`config.mk`:
```
export PLATFORM = sky130hd
export DESIGN_NAME = control_multiplicador
export DESIGN_NICKNAME = d
export VERILOG_FILES = /design/src/rtl/mult_pkg.sv /design/src/rtl/paso_suma_desplaza.sv /design/src/rtl/control_multiplicador.sv
export SDC_FILE = /design/constraint.sdc
export NUM_CORES = 1
export LEC_CHECK = 0
export BUFFER_PORTS_ARGS = -buffer_cell sky130_fd_sc_hd__buf_2
export CAP_MARGIN = 20
export CORE_ASPECT_RATIO = 1.1
export CORE_MARGIN = 2
export CORE_UTILIZATION = 50
export DETAILED_ROUTE_END_ITERATION = 8
export PLACE_DENSITY = 0.75
export SYNTH_ARGS = -nofsm -noshare
export SYNTH_HDL_FRONTEND = slang
export SYNTH_SLANG_ARGS = --single-unit
```
`constraint.sdc`:
```
create_clock -name clk -period 1.6 [get_ports clk]
set_clock_uncertainty 0.05 [all_clocks]
set_input_delay 0.24 -clock clk [delete_from_list [all_inputs] [get_ports clk]]
set_output_delay 0.24 -clock clk [all_outputs]
set_load 0.02 [all_outputs]
```
`src/rtl/mult_pkg.sv`:
```
// Shared encodings for the sequential multiplier: FSM states and counter sizing.
package mult_pkg;

    typedef enum logic [1:0] {
        REPOSO = 2'd0,
        SUMA   = 2'd1,
        SIGNO  = 2'd2,
        FIN    = 2'd3
    } estado_t;

    // Step counter width able to hold 0..n.
    function automatic int ancho_cnt(input int n);
        return $clog2(n + 1);
    endfunction

endpackage

```
`src/rtl/paso_suma_desplaza.sv`:
```
// One shift-and-add step: conditional N+1-bit add of mcand into acc, then shift
// {acc, mplier} right by one.
module paso_suma_desplaza #(
    parameter int N = 8
) (
    input  logic [N:0]   i_acc,
    input  logic [N-1:0] i_mplier,
    input  logic [N-1:0] i_mcand,
    output logic [N:0]   o_acc,
    output logic [N-1:0] o_mplier
);

    logic [N:0] w_suma;

    // acc[N] is always zero between steps, so the N+1-bit sum is {carry, sum}.
    always_comb begin
        w_suma = i_acc;
        if (i_mplier[0])
            w_suma = i_acc + {1'b0, i_mcand};
    end

    assign {o_acc, o_mplier} = {1'b0, w_suma, i_mplier[N-1:1]};

endmodule

```
`src/rtl/control_multiplicador.sv`:
```
// Sequential shift-and-add multiplier controller (fixed N+3 cycle operation).
// MULT_SIGNADO_EN: two's-complement operands; undefined builds are unsigned.
module control_multiplicador #(
    parameter int N = 8
) (
    input  logic           clk,
    input  logic           rst_n,
    input  logic           inicio,
    input  logic [N-1:0]   a,
    input  logic [N-1:0]   b,
    output logic           listo,
    output logic           valido,
    output logic [2*N-1:0] producto
);
    import mult_pkg::*;

    localparam int CW = ancho_cnt(N);

    estado_t          r_estado;
    estado_t          w_sig;
    logic [N-1:0]     r_mcand;
    logic [N-1:0]     r_mplier;
    logic [N:0]       r_acc;
    logic             r_signo;
    logic [CW-1:0]    r_cnt;
    logic [2*N-1:0]   r_producto;

    logic [N-1:0]     w_mag_a;
    logic [N-1:0]     w_mag_b;
    logic             w_signo;
    logic [N:0]       w_acc_sig;
    logic [N-1:0]     w_mplier_sig;
    logic [2*N-1:0]   w_res;
    logic [2*N-1:0]   w_prod;

    always_comb begin
`ifdef MULT_SIGNADO_EN
        w_mag_a = a[N-1] ? (~a + 1'b1) : a;
        w_mag_b = b[N-1] ? (~b + 1'b1) : b;
        w_signo = a[N-1] ^ b[N-1];
`else
        w_mag_a = a;
        w_mag_b = b;
        w_signo = 1'b0;
`endif
    end

    paso_suma_desplaza #(.N(N)) u_paso (
        .i_acc    (r_acc),
        .i_mplier (r_mplier),
        .i_mcand  (r_mcand),
        .o_acc    (w_acc_sig),
        .o_mplier (w_mplier_sig)
    );

    // Negating zero yields zero, so no special case is needed here.
    assign w_res  = {r_acc[N-1:0], r_mplier};
    assign w_prod = r_signo ? (~w_res + 1'b1) : w_res;

    always_ff @(posedge clk or negedge rst_n) begin
        if (!rst_n)
            r_estado <= REPOSO;
        else
            r_estado <= w_sig;
    end

    always_comb begin
        w_sig = r_estado;
        case (r_estado)
            REPOSO: if (inicio) w_sig = SUMA;
            SUMA:   if (r_cnt == CW'(N - 1)) w_sig = SIGNO;
            SIGNO:  w_sig = FIN;
            FIN:    w_sig = REPOSO;
            default: w_sig = REPOSO;
        endcase
    end

    always_comb begin
        listo    = (r_estado == REPOSO);
        valido   = (r_estado == FIN);
        producto = r_producto;
    end

    always_ff @(posedge clk or negedge rst_n) begin
        if (!rst_n) begin
            r_mcand    <= '0;
            r_mplier   <= '0;
            r_acc      <= '0;
            r_signo    <= 1'b0;
            r_cnt      <= '0;
            r_producto <= '0;
        end else begin
            case (r_estado)
                REPOSO: begin
                    if (inicio) begin
                        r_mcand  <= w_mag_a;
                        r_mplier <= w_mag_b;
                        r_signo  <= w_signo;
                        r_acc    <= '0;
                        r_cnt    <= '0;
                    end
                end
                SUMA: begin
                    r_acc    <= w_acc_sig;
                    r_mplier <= w_mplier_sig;
                    r_cnt    <= r_cnt + 1'b1;
                end
                SIGNO: r_producto <= w_prod;
                default: ;
            endcase
        end
    end

endmodule

```
After elaboration in Yosys (flattened, before gate mapping)
Index checks and enable logic that the tools add are counted.

Add/sub/neg operators: 2. Reductions and logical operators: 5. Equality and inequality tests: 6. Muxes and demuxes: 10.

Operator list (number): 9-bit 2-to-1 mux (2); 9-bit case mux with 2 select lines (1); 8-bit case mux with 2 select lines (1); 9-bit by 8-bit adder with 9-bit output (1); 8-bit 2-to-1 mux (1); 2-bit case mux with 4 select lines (1); 4-bit case mux with 2 select lines (1); 2-bit AND reduction (3); 4-bit by 1-bit adder with 4-bit output, second input constant (1); 2-bit equality test, second input constant (2); 4-bit by 3-bit equality test with 1-bit output, second input constant (1); 2-bit 2-to-1 mux (2); 4-bit 2-to-1 mux (1); 2-bit != test, second input constant (2); 2-bit by 1-bit equality test with 1-bit output, second input constant (1); 2-bit logical NOT (1); 2-bit nonzero test (1).

Input bits: 19. Bits in registers: 47. Output and inout port bits: 18.

Depth between registers and ports, before layout
Gate-level depths: netlist of the first run.

Word-level depth: 3. Gate-level depth with buffers: 8.

Modules after synthesis
Synthesis of the first run repeated with hierarchy kept, for this count alone.

Cell total of the unflattened synthesis: 215. Area, all modules: 2534.9 µm².

Modules (own cells, without submodules): control_multiplicador (cells each 142, instances 1, area each 1994.4 µm²); paso_suma_desplaza (cells each 73, instances 1, area each 540.5 µm²).

Worst setup path after synthesis of the first run
OpenSTA, ideal clock, no wires.

Path kind: reg-to-reg. From: register r_estado[0]. To: register r_acc[7]. Arrival: 1648 ps. Cell stages (with the launch flop): 9. Setup slack: -226 ps. Cells stage by stage: dfrtp_1 inv_1 ha_1 nand2b_4 and2_1 buf_4 a32o_1 a41oi_1 o21ai_1.

Longest elaborated chain between the ends: 3. Elaborated cells on any way between the ends: 6. Classes of those cells: 2 x eq/ne; 1 x mux; 3 x reduce/logical.

RTL lines: from (decl) (line control_multiplicador.sv:19) `estado_t r_estado;`; from (signal assigned) (line control_multiplicador.sv:64) `r_estado <= w_sig;`; 2-bit logical NOT (*); net listo (line control_multiplicador.sv:11) `output logic listo,`; 2-bit != test (no line) / 2-bit nonzero test (equally long branches); 2-bit AND reduction (no line); to (signal assigned) (line control_multiplicador.sv:104) `r_acc <= w_acc_sig;`; to (decl) (line control_multiplicador.sv:23) `logic [N:0] r_acc;`.

The timed path passes the listed nets; every way through them passes the cells marked *. A chain may end at the register's enable or synchronous reset.

Worst setup path after layout of the first run
From: register r_mcand[0]. To: register r_acc[3].

Longest elaborated chain between the ends: 3.

RTL lines: from (decl) (line control_multiplicador.sv:21) `logic [N-1:0] r_mcand;`; from (signal assigned) (line control_multiplicador.sv:96) `r_mcand <= w_mag_a;`; 9-bit by 8-bit adder with 9-bit output (line paso_suma_desplaza.sv:19) `w_suma = i_acc + {1'b0, i_mcand};`; 9-bit 2-to-1 mux (line paso_suma_desplaza.sv:18) `if (i_mplier[0])`; 9-bit case mux with 2 select lines (line control_multiplicador.sv:93) `case (r_estado)`.

Every way passes these cells.

==> impl_summary.txt, run 1 <==
----------------------------------------------------
[Timing]
  Setup-violating endpoint count in the final report ... 5
  Slew @ Worst Pin ... 0.490 ns
  Remaining max-slew budget at the tightest pin ... 67.3%
  Clock period minus worst slack ... 1.79 ns
  Maximum clock frequency ... 558 MHz
  Period Utilization, post-route ... 112%
  Crit path setup slack, layout ... -0.192 ns
  Hold Fails Final Rpt ... 0
  Setup repair after global routing missed its margin ... yes
  Pins over their slew limit ... 0

[Power]
  VDD IR-drop max ... 1.00 mV
  Net Sw Power ... 2.76 mW
  Combinational group share of total power ... 58.9%
  Sw Ratio ... 41.0%
  Clock group share of total power ... 11.2%
  Power per cell area ... 2130 nW/um^2
  Leakage power ... 1.45 nW
  Seq pwr share ... 29.9%
  Internal Dissipation ... 3.96 mW

[Clock tree]
  Clk_lat worst skew ... 0.31 ns
  Number of sinks on the clock net ... 46
  Max clock buf depth ... 2
  CTS Root Buffer Type ... clkbuf_8
  TritonCTS clock tree ... yes
  Inserted Clock Buffers ... 5
  Clock H-tree levels ... 2
  Clock-pin slew reported for the worst setup and hold paths after clock tree synthesis ... 0.10 ns

[Floorplan]
  Die Y-Extent ... 75.4 microns
  Floorplan core area ... 4380 sq um
  Effective utilization at floorplan ... 52.9%
  Die area ... 5200 sq um
  Number of primary I/O pins ... 37
  Std-Cell Rows ... 25
  Die W ... 68.9 microns

[Critical path]
  Worst Path Required ... 1.80 ns
  Crit. End Element ... flip-flop
  Kind of start point of the critical path ... flip-flop
  Longest individual stage delay on the worst path ... 0.42 ns
  Critical path cell sequence ... ha_4 > inv_2 > fa_2 > nor2b_2 > o31a_2 > buf_4 > a211oi_2 > a21oi_1 > o21ai_1
  Slowest stage cell on the critical path ... dfrtp_1
  Worst Setup Path Type ... flip-flop to flip-flop
  CP arrival ... 1.99 ns
  Buf+Inv Stages, Crit Path ... 2
  Largest driver fanout on the critical path ... 2
  CP delay by family, top ... compound AO/OA/AOI/OAI gates

[Layout]
  Area of all placed cells without fillers ... 3160 sq um
  Register cell area after layout ... 1150 sq um
  Fin nets ... 309
  Core occupancy in the finished layout ... 72.1%
  Number of standard cells in the layout, taps in and fillers out ... 331
  Multi-input combinational cell area ... 1270 sq um
  Antenna cells ... 0
  Area overhead of the layout relative to synthesis ... 36.2%
  Fraction of final layout cells with drive strength greater than 1 ... 50.9%
  Total of fill cells in the finished design ... 334

[GRT]
  Vias in the first global route ... 1867
  Wire length of the first global-routing pass ... 8.51 mm
  GR Util All Layers ... 22.4%
  Sum of overflow across all layers after global routing ... 0
  Largest net degree at the start of global routing ... 28
  Number of antenna violations at the first check in global routing ... 0

[Logic synthesis]
  Cell variety after synth ... 41
  Sequential-to-total area share from yosys stat ... 49.7%
  Synthesis warning total ... 0
  Synthesized Nets ... 236
  Syn Std Cell Area ... 2320 sq um
  Gate count after technology mapping ... 203
  Yosys reg bits ... 46
  Average cell area after synthesis ... 11.4 sq um

[Run]
  Number of maximum-capacitance violations ... 0

[Run status]
  Failing checks ... setup timing
  Outcome ... complete, but fails checks

[Route]
  Vias per inst ... 5.66
  Detailed-route wire length per cell ... 16.3 microns
  Total number of vias ... 1875
  Number of DRC markers in iteration 0 ... 87
  Number of nets with antenna violations after routing ... 0
  Final Routed Wirelength ... 5.39 mm
  DRT Pass-1 Iters ... 4
  DRC violation count after routing ... 0

[Placement]
  HPWL after DPL ... 3.72 mm
  Cell area reported after detailed placement ... 2840 sq um
  Total of buffers placed on input and output ports ... 36
  Final weighted congestion of routability-driven global placement ... 0.910
  Placed Cells ... 314

[Min path]
  Min-Delay Path Class ... primary input to flip-flop

----------------------------------------------------
## state kept, by name, summed over array words and instances (netlist names)
| name | flops |
|---|---|
| producto | 16 |
| r_mcand | 8 |
| r_acc | 8 |
| r_mplier | 8 |
| r_cnt | 4 |
| r_estado | 2 |
## power by group through the flow
stage | sequential (mW) | combinational (mW) | clock [mW]
6_report | 2.01 | 3.96 | 0.752
5_1_grt | 2.07 | 4.35 | 0.816
4_1_cts | 1.98 | 3.51 | 0.769
3_5_place_dp | 2.01 | 3.35 | 0
3_3_place_gp | 1.99 | 3.26 | 0
2_1_floorplan | 2.14 | 2.01 | 0
## routing by layer
metal | global-route usage [%] | vias up | wire length, microns
met4 | 9.15 | 0 | 84
met3 | 4.87 | 9 | 250
met1 | 27.2 | 925 | 2320
met5 | 0 | - | 0
met2 | 38.6 | 51 | 2740
li1 | - | 890 | -
## cell families (layout without fill, tap and decap cells)
family	Yosys count	after routing	synth area share [%]
DFF	46	46	49.7
and+or+nand+nor	37	37	8.48
buffers and inverters	19	93	4.00
muxes	30	30	14.3
AOI/OAI and AO/OA	56	56	15.3
xor gates and xnor gates	1	1	0.378
adders and majority gates	14	14	7.88
## final cells by class
cell class                      instances  share of cell area (%)
Clock inverter                          3                   0.793
Clock buffer                            5                    2.18
Multi-Input combinational cell        138                    40.3
Inverter                                8                   0.952
Tap cell                               54                    2.14
Timing Repair Buffer                   77                    17.2
Sequential cell                        46                    36.5
## repair_timing
item	4_1_cts	5_1_grt
setup buffers	4	4
endpoints found under the setup margin	12	12
hold buffers	1	0
gates resized for setup	11	22
pin swaps	3	5
gates cloned	0	0
endpoints found under the hold margin	19	0
## worst paths after layout
kind / startpoint / to / slack [ns] / cells after the start
worst max-delay path: r_mcand[0]$_DFFE_PN0P_ / r_acc[3]$_DFFE_PN0P_ / -0.19 / 9
worst min-delay path: a[4] / r_mcand[4]$_DFFE_PN0P_ / 0.10 / 2
worst max register to register: r_mcand[0]$_DFFE_PN0P_ / r_acc[3]$_DFFE_PN0P_ / -0.19 / 9
worst min register to register: producto[3]$_DFFE_PN0P_ / producto[3]$_DFFE_PN0P_ / 0.46 / 1
max in group asynchronous: rst_n / r_cnt[1]$_DFFE_PN0P_ / 0.63 / 3
min in group asynchronous: rst_n / r_acc[3]$_DFFE_PN0P_ / 0.36 / 2
## cells in the mapped netlist
cell | number | area (sq um)
a211oi_1 | 1 | 7.51
a21o_1 | 2 | 15.0
a21oi_1 | 10 | 50.1
a221oi_1 | 1 | 8.76
a22o_1 | 2 | 17.5
a31o_1 | 1 | 8.76
a31oi_1 | 2 | 12.5
a32o_1 | 1 | 10.0
a32oi_1 | 2 | 17.5
a41oi_1 | 1 | 8.76
and2_1 | 2 | 12.5
and3_1 | 2 | 12.5
buf_2 | 8 | 40.0
buf_4 | 1 | 7.51
buf_6 | 1 | 11.3
clkbuf_1 | 1 | 3.75
dfrtp_1 | 46 | 1150
fa_1 | 1 | 20.0
ha_1 | 13 | 163
inv_1 | 8 | 30.0
mux2_2 | 24 | 270
mux2i_1 | 6 | 60.1
nand2_1 | 12 | 45.0
nand2_2 | 2 | 12.5
nand2b_4 | 1 | 13.8
nand3_1 | 2 | 10.0
nand4_1 | 4 | 25.0
nor2_1 | 3 | 11.3
nor2b_1 | 2 | 12.5
nor3_1 | 4 | 20.0
nor3b_1 | 1 | 7.51
o21a_1 | 2 | 15.0
o21ai_0 | 13 | 65.1
o21ai_1 | 2 | 10.0
o21ai_2 | 1 | 8.76
o22ai_1 | 13 | 81.3
o31a_1 | 1 | 8.76
o31a_2 | 1 | 10.0
or2_2 | 1 | 6.26
or4_1 | 1 | 7.51
xor2_1 | 1 | 8.76
## placed cells by master, fill, tap and decap left out, types with 3 or more instances in the layout
cell      count
buf_4        35
clkbuf_8      5
inv_2         3
o21ai_1       4
ha_4          7
dfrtp_1      46
o21ai_0       9
a21oi_1       7
nand2_1      11
nand2_2       3
ha_1          5
nor2_1        3
mux2_2       24
o22ai_1      12
nor3_1        3
buf_2        35
nand4_1       4
buf_6         3
buf_12        3
mux2i_1       6
inv_1         5
## worst register-to-register path: stages (launching register included)
cell and delay (ns):
dfrtp_1 0.42, ha_4 0.18, inv_2 0.05, fa_2 0.21, nor2b_2 0.06, o31a_2 0.32
buf_4 0.14, a211oi_2 0.14, a21oi_1 0.06, o21ai_1 0.11
## stage by stage
step	worst slack [ns]	TNS (ns)	total power, mW	hold slack, ns
final	-0.192	-0.653	6.72	0.102
after global routing	-0.332	-1.30	7.23	0.107
after CTS	-0.156	-0.424	6.25	0.0969
after detailed placement	-0.161	-0.472	5.36	0.177
after global placement	-0.0916	-0.192	5.25	0.170
after floorplan	-0.0605	-0.203	4.15	-0.106
(Power assumes the default switching activity.)
==> inputs of run 2 (changes only) <==
--- a/config.mk
+++ b/config.mk
@@ -5,13 +5,14 @@
 export SDC_FILE = /design/constraint.sdc
 export NUM_CORES = 1
 export LEC_CHECK = 0
+export ABC_AREA = 1
 export BUFFER_PORTS_ARGS = -buffer_cell sky130_fd_sc_hd__buf_2
 export CAP_MARGIN = 20
 export CORE_ASPECT_RATIO = 1.1
 export CORE_MARGIN = 2
-export CORE_UTILIZATION = 50
+export CORE_UTILIZATION = 51
 export DETAILED_ROUTE_END_ITERATION = 8
-export PLACE_DENSITY = 0.75
+export PLACE_DENSITY = 0.76
 export SYNTH_ARGS = -nofsm -noshare
 export SYNTH_HDL_FRONTEND = slang
 export SYNTH_SLANG_ARGS = --single-unit
==> run 2 against run 1 <==
  * Flip-flop and latch count is the same
  * The flow still finishes with violations (setup timing)
  * Sequential power increased by 4%
  * Critical endpoint unchanged
  * Maximum frequency grew 9.6%
  * Largest power group unchanged
  * Register-to-register slack better by 0.16 ns
  * Count of clock-buffer cells in the layout grew 1
  * Cell count up 15%
  * Area after synthesis grew 0.97%
==> impl_summary.txt, run 2 <==
----------------------------------------------------
[Floorplan]
  Number of primary I/O pins ... 37 (unchanged)
  Floorplan core area ... 4350 sq um (was 4380 sq um)
  Std-Cell Rows ... 25 (unchanged)
  Effective utilization at floorplan ... 53.8% (was 52.9%)
  Die Y-Extent ... 75.0 microns (was 75.4 microns)
  Die W ... 68.6 microns (was 68.9 microns)
  Die area ... 5150 sq um (was 5200 sq um)

[Logic synthesis]
  Yosys reg bits ... 46 (unchanged)
  Gate count after technology mapping ... 271 (was 203)
  Synthesis warning total ... 0 (unchanged)
  Top-count cell post-synth ... nand2_1 (was dfrtp_1)
  Cell variety after synth ... 32 (was 41)
  Cell types with the largest area share after synthesis ... dfrtp_1, nand2_1, ha_1, nor2_1, a21oi_1 (was dfrtp_1, mux2_2, ha_1, o22ai_1, o21ai_0)
  Syn Std Cell Area ... 2340 sq um (was 2320 sq um)
  Cell taking the most area after synthesis ... dfrtp_1 (unchanged)
  Number of enable flip-flop cells after synthesis ... 0 (unchanged)
  Sequential-to-total area share from yosys stat ... 49.2% (was 49.7%)
  Yosys top cell area share ... 49.2% (was 49.7%)
  Dominant register cell in the synthesized netlist ... dfrtp_1 (unchanged)
  Top post-synthesis cells by count ... nand2_1, dfrtp_1, nor2_1, inv_1, a21oi_1 (was dfrtp_1, mux2_2, ha_1, o21ai_0, o22ai_1)
  Average cell area after synthesis ... 8.63 sq um (was 11.4 sq um)
  Proportion of register bits with asynchronous set or reset after synthesis ... 100% (unchanged)
  Synthesized Nets ... 304 (was 236)

[Timing]
  Crit path setup slack, layout ... -0.0340 ns (was -0.192 ns)
  Remaining max-slew budget at the tightest pin ... 65.5% (was 67.3%)
  Setup repair after global routing missed its margin ... yes (unchanged)
  Slew @ Worst Pin ... 0.518 ns (was 0.490 ns)
  Maximum clock frequency ... 612 MHz (was 558 MHz)
  Total negative setup slack ... -0.0498 ns (was -0.653 ns)
  Setup-violating endpoint count in the final report ... 3 (was 5)
  Period Utilization, post-route ... 102% (was 112%)
  Hold Fails Final Rpt ... 0 (unchanged)
  Pins over their slew limit ... 0 (unchanged)
  Clock period minus worst slack ... 1.63 ns (was 1.79 ns)

[Run status]
  Outcome ... complete, but fails checks (unchanged)
  Failing checks ... setup timing (unchanged)

[Route]
  DRC violation count after routing ... 0 (unchanged)
  Vias per inst ... 5.09 (was 5.66)
  Number of nets with antenna violations after routing ... 0 (unchanged)
  Final Routed Wirelength ... 4.96 mm (was 5.39 mm)
  Number of DRC markers in iteration 0 ... 99 (was 87)
  Detailed-route wire length per cell ... 13.1 microns (was 16.3 microns)
  Total number of vias ... 1933 (was 1875)
  DRT Pass-1 Iters ... 4 (unchanged)

[Layout]
  Register cell area after layout ... 1150 sq um (unchanged)
  Most frequent standard cell in the layout excluding fill and tap cells ... nand2_1 (was dfrtp_1)
  Total of fill cells in the finished design ... 369 (was 334)
  Fin nets ... 358 (was 309)
  Multi-input combinational cell area ... 1130 sq um (was 1270 sq um)
  Area overhead of the layout relative to synthesis ... 25.0% (was 36.2%)
  Flip-flop count of the largest register, all copies and words added ... 16 (unchanged)
  Fraction of final layout cells with drive strength greater than 1 ... 30.4% (was 50.9%)
  Commonest non-fill, non-tap cells in the layout ... nand2_1, dfrtp_1, buf_2, nor2_1, inv_1 (was dfrtp_1, buf_2, buf_4, mux2_2, o22ai_1)
  Antenna cells ... 0 (unchanged)

[Critical path]
  Endpoint of the worst-slack reg-to-reg timing path ... r_acc[3]$_DFFE_PN0P_ (unchanged)
  Buf+Inv Stages, Crit Path ... 2 (unchanged)
  Crit. path cell count ... 10 (was 9)
  Critical path cell sequence ... ha_2 > inv_2 > fa_2 > inv_2 > nand2_2 > nand2_2 > and2_4 > nor2_1 > o21ai_1 > nand2_1 (was ha_4 > inv_2 > fa_2 > nor2b_2 > o31a_2 > buf_4 > a211oi_2 > a21oi_1 > o21ai_1)
  Launching point of the worst reg2reg path ... r_mcand[0]$_DFFE_PN0P_ (unchanged)
  Worst Path Required ... 1.75 ns (was 1.80 ns)
  Slowest stage cell on the critical path ... dfrtp_1 (unchanged)
  Kind of start point of the critical path ... flip-flop (unchanged)
  Longest individual stage delay on the worst path ... 0.37 ns (was 0.42 ns)
  Reg2Reg Setup Slack ... -0.03 ns (was -0.19 ns)
  CP delay by family, top ... adder cells (was compound AO/OA/AOI/OAI gates)
  CP arrival ... 1.79 ns (was 1.99 ns)
  Largest driver fanout on the critical path ... 3 (was 2)
  Crit. End Element ... flip-flop (unchanged)
  Worst Setup Path Type ... flip-flop to flip-flop (unchanged)
  Number of cells on the worst reg-to-reg path ... 10 (was 9)

[Min path]
  Min-Delay Path Class ... primary input to flip-flop (unchanged)
  Endpoint with the worst hold slack ... r_mcand[4]$_DFFE_PN0P_ (unchanged)
  Worst min-delay path startpoint ... a[4] (unchanged)
  Hold Path Cell Cnt ... 3 (was 2)

[Run]
  Number of maximum-capacitance violations ... 0 (unchanged)

[Placement]
  HPWL after DPL ... 3.56 mm (was 3.72 mm)
  Final weighted congestion of routability-driven global placement ... 0.820 (was 0.910)
  Total of buffers placed on input and output ports ... 36 (unchanged)

[GRT]
  Vias in the first global route ... 1910 (was 1867)
  Number of antenna violations at the first check in global routing ... 0 (unchanged)
  Wire length of the first global-routing pass ... 8.18 mm (was 8.51 mm)
  Largest net degree at the start of global routing ... 47 (was 28)
  GR Util All Layers ... 22.0% (was 22.4%)
  Sum of overflow across all layers after global routing ... 0 (unchanged)

[Power]
  Power per cell area ... 2210 nW/um^2 (was 2130 nW/um^2)
  Total power ... 6.48 mW (was 6.72 mW)
  Leakage power ... 1.51 nW (was 1.45 nW)
  VDD IR-drop max ... 1.11 mV (was 1.00 mV)

[Clock tree]
  Clock-pin slew reported for the worst setup and hold paths after clock tree synthesis ... 0.09 ns (was 0.10 ns)
  Clk_lat worst skew ... 0.31 ns (about the same)
  Max clock buf depth ... 2 (unchanged)
  Clock H-tree levels ... 2 (unchanged)
  Number of sinks on the clock net ... 46 (unchanged)
  CTS Root Buffer Type ... clkbuf_8 (unchanged)
  TritonCTS clock tree ... yes (unchanged)
  Inserted Clock Buffers ... 5 (unchanged)

----------------------------------------------------
==> run 2: changes by cell type in the layout (fill, tap and decap cells not counted), moves of 5 or more <==
cell     previous run  this run
nand3_1             1         8
inv_2               3         8
buf_4              35        16
o22ai_1            12         1
o21ai_0             9         1
a21oi_1             7        19
nand2_1            11        74
mux2i_1             6         0
mux2_2             24         7
inv_1               5        20
nor2_1              3        27
==> run 2: layout make-up <==
| class | count | share of cell area (%) |
|---|---|---|
| clock buffers | 6 | 2.48 |
| clock inverters | 2 | 1.28 |
| inverters | 28 | 3.59 |
| multi-input cells | 189 | 38.8 |
| flip-flops and latches | 46 | 39.4 |
| well taps | 54 | 2.31 |
| repair buffers | 55 | 12.2 |
==> run 2: repair_timing <==
item | in CTS | in global routing
setup endpoints to repair | 7 | 18
buffers inserted | 0 | 1
endpoints found under the hold margin | 46 | 0
resized for setup | 10 | 19
pin swaps | 1 | 17
hold buffers | 1 | 0
==> run 2: tightest hold or removal path, stage by stage <==
cell and delay [ns]:
buf_2 0.08, nand2_1 0.04, nand2_1 0.04
==> run 2: worst max-delay path by stage <==
stage                                      start                   end  slack, ns
after floorplan           r_mcand[0]$_DFFE_PN0P_  r_acc[3]$_DFFE_PN0P_       0.04
after detailed placement  r_mcand[0]$_DFFE_PN0P_  r_acc[3]$_DFFE_PN0P_      -0.11
after CTS                 r_mcand[0]$_DFFE_PN0P_  r_acc[3]$_DFFE_PN0P_      -0.05
after global placement    r_mcand[0]$_DFFE_PN0P_  r_acc[3]$_DFFE_PN0P_      0.002
after global routing      r_mcand[0]$_DFFE_PN0P_  r_acc[3]$_DFFE_PN0P_      -0.12
final                     r_mcand[0]$_DFFE_PN0P_  r_acc[3]$_DFFE_PN0P_      -0.03
==> run 2: per-stage QoR <==
stage	cells	instance area (sq um)	setup slack [ns]	util, %	hold WS (ns)
global placement	370	2690	0.00216	62.0	0.191
detailed placement	370	2690	-0.106	62.0	0.193
floorplan	271	2340	0.0421	-	-0.106
CTS	379	2850	-0.0490	65.6	0.0695
global route	380	2920	-0.120	67.3	0.0789
finish	380	2920	-0.0340	67.3	0.0734
==> run 2: logic make-up (layout without fill, tap and decap cells) <==
| group | Yosys count | after routing | synth area share (%) |
|---|---|---|---|
| compound gates | 37 | 37 | 9.25 |
| xor+xnor | 2 | 2 | 0.749 |
| fa+ha+maj | 14 | 14 | 7.81 |
| buf+inv | 36 | 91 | 6.68 |
| flops | 46 | 46 | 49.2 |
| mux | 7 | 7 | 3.37 |
| simple gates | 129 | 129 | 22.9 |
==> run 2: power breakdown <==
| part | switching, mW | total, mW | internal (mW) |
|---|---|---|---|
| combinational | 1.96 | 3.51 | 1.55 |
| clock | 0.407 | 0.873 | 0.466 |
| sequential | 0.401 | 2.09 | 1.69 |
==> run 2: routing by layer <==
| layer | global-route usage, % | part of all wire (%) |
|---|---|---|
| met1 | 24.7 | 42 |
| met2 | 39.0 | 52 |
| met3 | 4.78 | 3.9 |
| met4 | 10.9 | 2.9 |
| met5 | 0 | 0 |
==> inputs of run 3 (changes only) <==
--- a/config.mk
+++ b/config.mk
@@ -10,9 +10,9 @@
 export CAP_MARGIN = 20
 export CORE_ASPECT_RATIO = 1.1
 export CORE_MARGIN = 2
-export CORE_UTILIZATION = 51
+export CORE_UTILIZATION = 56
 export DETAILED_ROUTE_END_ITERATION = 8
-export PLACE_DENSITY = 0.76
+export PLACE_DENSITY = 0.79
 export SYNTH_ARGS = -nofsm -noshare
 export SYNTH_HDL_FRONTEND = slang
 export SYNTH_SLANG_ARGS = --single-unit
==> constraint.sdc (replaced) <==
create_clock -name clk -period 1.7 [get_ports clk]
set_clock_uncertainty 0.05 [all_clocks]
set_input_delay 0.255 -clock clk [delete_from_list [all_inputs] [get_ports clk]]
set_output_delay 0.255 -clock clk [all_outputs]
set_load 0.02 [all_outputs]
==> run 3 against run 2 <==
  * The flow now finishes without violations
  * Maximum frequency is 0.82% lower
  * Combinational power is 13% lower
  * Final area is 3.6% lower
  * Critical path type unchanged
  * Critical endpoint unchanged
==> impl_summary.txt, run 3 (synthesis results as in run 2) <==
----------------------------------------------------
[Run status]
  Outcome ... finished clean (was complete, but fails checks)

[Clock tree]
  Inserted Clock Buffers ... 5 (unchanged)
  TritonCTS clock tree ... yes (unchanged)
  CTS Root Buffer Type ... clkbuf_8 (unchanged)
  Max clock buf depth ... 2 (unchanged)
  Clock H-tree levels ... 2 (unchanged)
  Number of sinks on the clock net ... 46 (unchanged)
  Clk_lat worst skew ... 0.30 ns (was 0.31 ns)
  Clock-pin slew reported for the worst setup and hold paths after clock tree synthesis ... 0.08 ns (was 0.09 ns)

[Timing]
  Pins over their slew limit ... 0 (unchanged)
  Slew @ Worst Pin ... 0.522 ns (was 0.518 ns)
  Period Utilization, post-route ... 96.9% (was 102%)
  Hold Fails Final Rpt ... 0 (unchanged)
  Setup repair after global routing missed its margin ... yes (unchanged)
  Setup-violating endpoint count in the final report ... 0 (was 3)
  Remaining max-slew budget at the tightest pin ... 65.2% (was 65.5%)
  Crit path setup slack, layout ... 0.0525 ns (was -0.0340 ns)
  Maximum clock frequency ... 607 MHz (was 612 MHz)
  Clock period minus worst slack ... 1.65 ns (was 1.63 ns)

[Min path]
  Endpoint with the worst hold slack ... r_mcand[3]$_DFFE_PN0P_ (was r_mcand[4]$_DFFE_PN0P_)
  Min-Delay Path Class ... primary input to flip-flop (unchanged)
  Worst min-delay path startpoint ... a[3] (was a[4])
  Hold Path Cell Cnt ... 3 (unchanged)

[Critical path]
  Endpoint of the worst-slack reg-to-reg timing path ... r_acc[3]$_DFFE_PN0P_ (unchanged)
  Kind of start point of the critical path ... flip-flop (unchanged)
  Launching point of the worst reg2reg path ... r_acc[0]$_DFFE_PN0P_ (was r_mcand[0]$_DFFE_PN0P_)
  Worst Path Required ... 1.84 ns (was 1.75 ns)
  Number of cells on the worst reg-to-reg path ... 10 (unchanged)
  CP arrival ... 1.79 ns (about the same)
  Reg2Reg Setup Slack ... 0.05 ns (was -0.03 ns)
  Largest driver fanout on the critical path ... 3 (unchanged)
  Crit. End Element ... flip-flop (unchanged)
  Worst Setup Path Type ... flip-flop to flip-flop (unchanged)

[Route]
  Number of DRC markers in iteration 0 ... 128 (was 99)
  DRT Pass-1 Iters ... 6 (was 4)
  Detailed-route wire length per cell ... 13.1 microns (about the same)
  Number of nets with antenna violations after routing ... 0 (unchanged)
  Final Routed Wirelength ... 4.88 mm (was 4.96 mm)
  Vias per inst ... 5.25 (was 5.09)
  DRC violation count after routing ... 0 (unchanged)
  Total number of vias ... 1954 (was 1933)

[Floorplan]
  Std-Cell Rows ... 24 (was 25)
  Number of primary I/O pins ... 37 (unchanged)
  Floorplan core area ... 3990 sq um (was 4350 sq um)
  Die area ... 4710 sq um (was 5150 sq um)
  Effective utilization at floorplan ... 58.6% (was 53.8%)
  Die W ... 65.6 microns (was 68.6 microns)
  Die Y-Extent ... 71.8 microns (was 75.0 microns)

[Layout]
  Flip-flop count of the largest register, all copies and words added ... 16 (unchanged)
  Fin nets ... 352 (was 358)
  Most frequent standard cell in the layout excluding fill and tap cells ... nand2_1 (unchanged)
  Number of standard cells in the layout, taps in and fillers out ... 372 (was 380)
  Commonest non-fill, non-tap cells in the layout ... nand2_1, dfrtp_1, buf_2, nor2_1, inv_1 (unchanged)
  Antenna cells ... 0 (unchanged)
  Fraction of final layout cells with drive strength greater than 1 ... 26.9% (was 30.4%)
  Total of fill cells in the finished design ... 321 (was 369)
  Area overhead of the layout relative to synthesis ... 20.4% (was 25.0%)
  Area of all placed cells without fillers ... 2820 sq um (was 2920 sq um)

[GRT]
  Number of antenna violations at the first check in global routing ... 0 (unchanged)
  Vias in the first global route ... 1882 (was 1910)
  Wire length of the first global-routing pass ... 7.95 mm (was 8.18 mm)
  Sum of overflow across all layers after global routing ... 0 (unchanged)
  Largest net degree at the start of global routing ... 27 (was 47)
  GR Util All Layers ... 22.2% (was 22.0%)

[Placement]
  HPWL after DPL ... 3.55 mm (was 3.56 mm)
  Placed Cells ... 359 (was 370)
  Cell area reported after detailed placement ... 2610 sq um (was 2690 sq um)
  Worst-case setup slack after placement ... -0.0120 ns (was -0.106 ns)
  Total of buffers placed on input and output ports ... 36 (unchanged)
  Final weighted congestion of routability-driven global placement ... 0.827 (was 0.820)

[Power]
  VDD IR-drop max ... 1.23 mV (was 1.11 mV)
  Power per cell area ... 2030 nW/um^2 (was 2210 nW/um^2)
  Total power ... 5.71 mW (was 6.48 mW)
  Leakage power ... 1.47 nW (was 1.51 nW)

[Run]
  Number of maximum-capacitance violations ... 0 (unchanged)

----------------------------------------------------
[run 3: how the worst max path moves through the flow]
stage,start,to,cells after the start
global route,r_estado[1]$_DFFE_PN0P_,r_acc[1]$_DFFE_PN0P_,8
floorplan,r_estado[0]$_DFFE_PN0P_,r_mplier[5]$_DFFE_PN0P_,6
CTS,r_estado[0]$_DFFE_PN0P_,r_acc[1]$_DFFE_PN0P_,8
finish,r_acc[0]$_DFFE_PN0P_,r_acc[3]$_DFFE_PN0P_,10
global placement,r_acc[3]$_DFFE_PN0P_,r_acc[3]$_DFFE_PN0P_,7
detailed placement,r_mcand[0]$_DFFE_PN0P_,r_acc[3]$_DFFE_PN0P_,10
[run 3: area by class of cell]
| cell class | count | area [sq um] | share of cell area (%) |
|---|---|---|---|
| Tap cell | 52 | 65.1 | 2.31 |
| Inverter | 28 | 105 | 3.73 |
| Clock buffer | 7 | 86.3 | 3.06 |
| Multi-Input combinational cell | 189 | 1110 | 39.3 |
| Clock inverter | 1 | 8.76 | 0.311 |
| Sequential cell | 46 | 1150 | 40.9 |
| Timing Repair Buffer | 49 | 293 | 10.4 |
[run 3: where the power goes]
group	internal, mW	switching, mW	leakage [nW]
Sequential	1.59	0.374	0.573
Combinational	1.26	1.79	0.849
Clock	0.336	0.360	0.0489
[run 3: repair_timing]
item | CTS | global route
hold endpoints to repair | 20 | 0
buffers inserted | 0 | 4
setup endpoints to repair | 1 | 20
hold buffers | 1 | 0
gates resized for setup | 2 | 17
[run 3: stage by stage]
step	hold slack [ns]	TNS (ns)	utilization, %
finish	0.101	0	70.6
global route	0.100	-0.0331	70.6
CTS	0.0937	0	68.0
detailed placement	0.201	-0.0120	65.3
global placement	0.196	0	65.3
floorplan	-0.0906	0	-
[run 3: worst max-delay path, cell delays in order (launching register included)]
cell,delay (ns)
dfrtp_1,0.36
ha_2,0.19
inv_2,0.04
fa_2,0.35
inv_2,0.07
nand2_2,0.05
nand2_2,0.07
and2_4,0.15
nor2_2,0.03
o21ai_1,0.13
nand2_1,0.06
[run 3: metal layers]
metal  vias up  GRT usage [%]  part of all wire, %  wire, microns
met2        38           40.0                   54           2630
met3         9           4.71                  3.4            165
met4         0           7.64                  1.8             89
met5         -              0                    0              0
met1       941           26.0                   41           2000
li1        966              -                    -              -
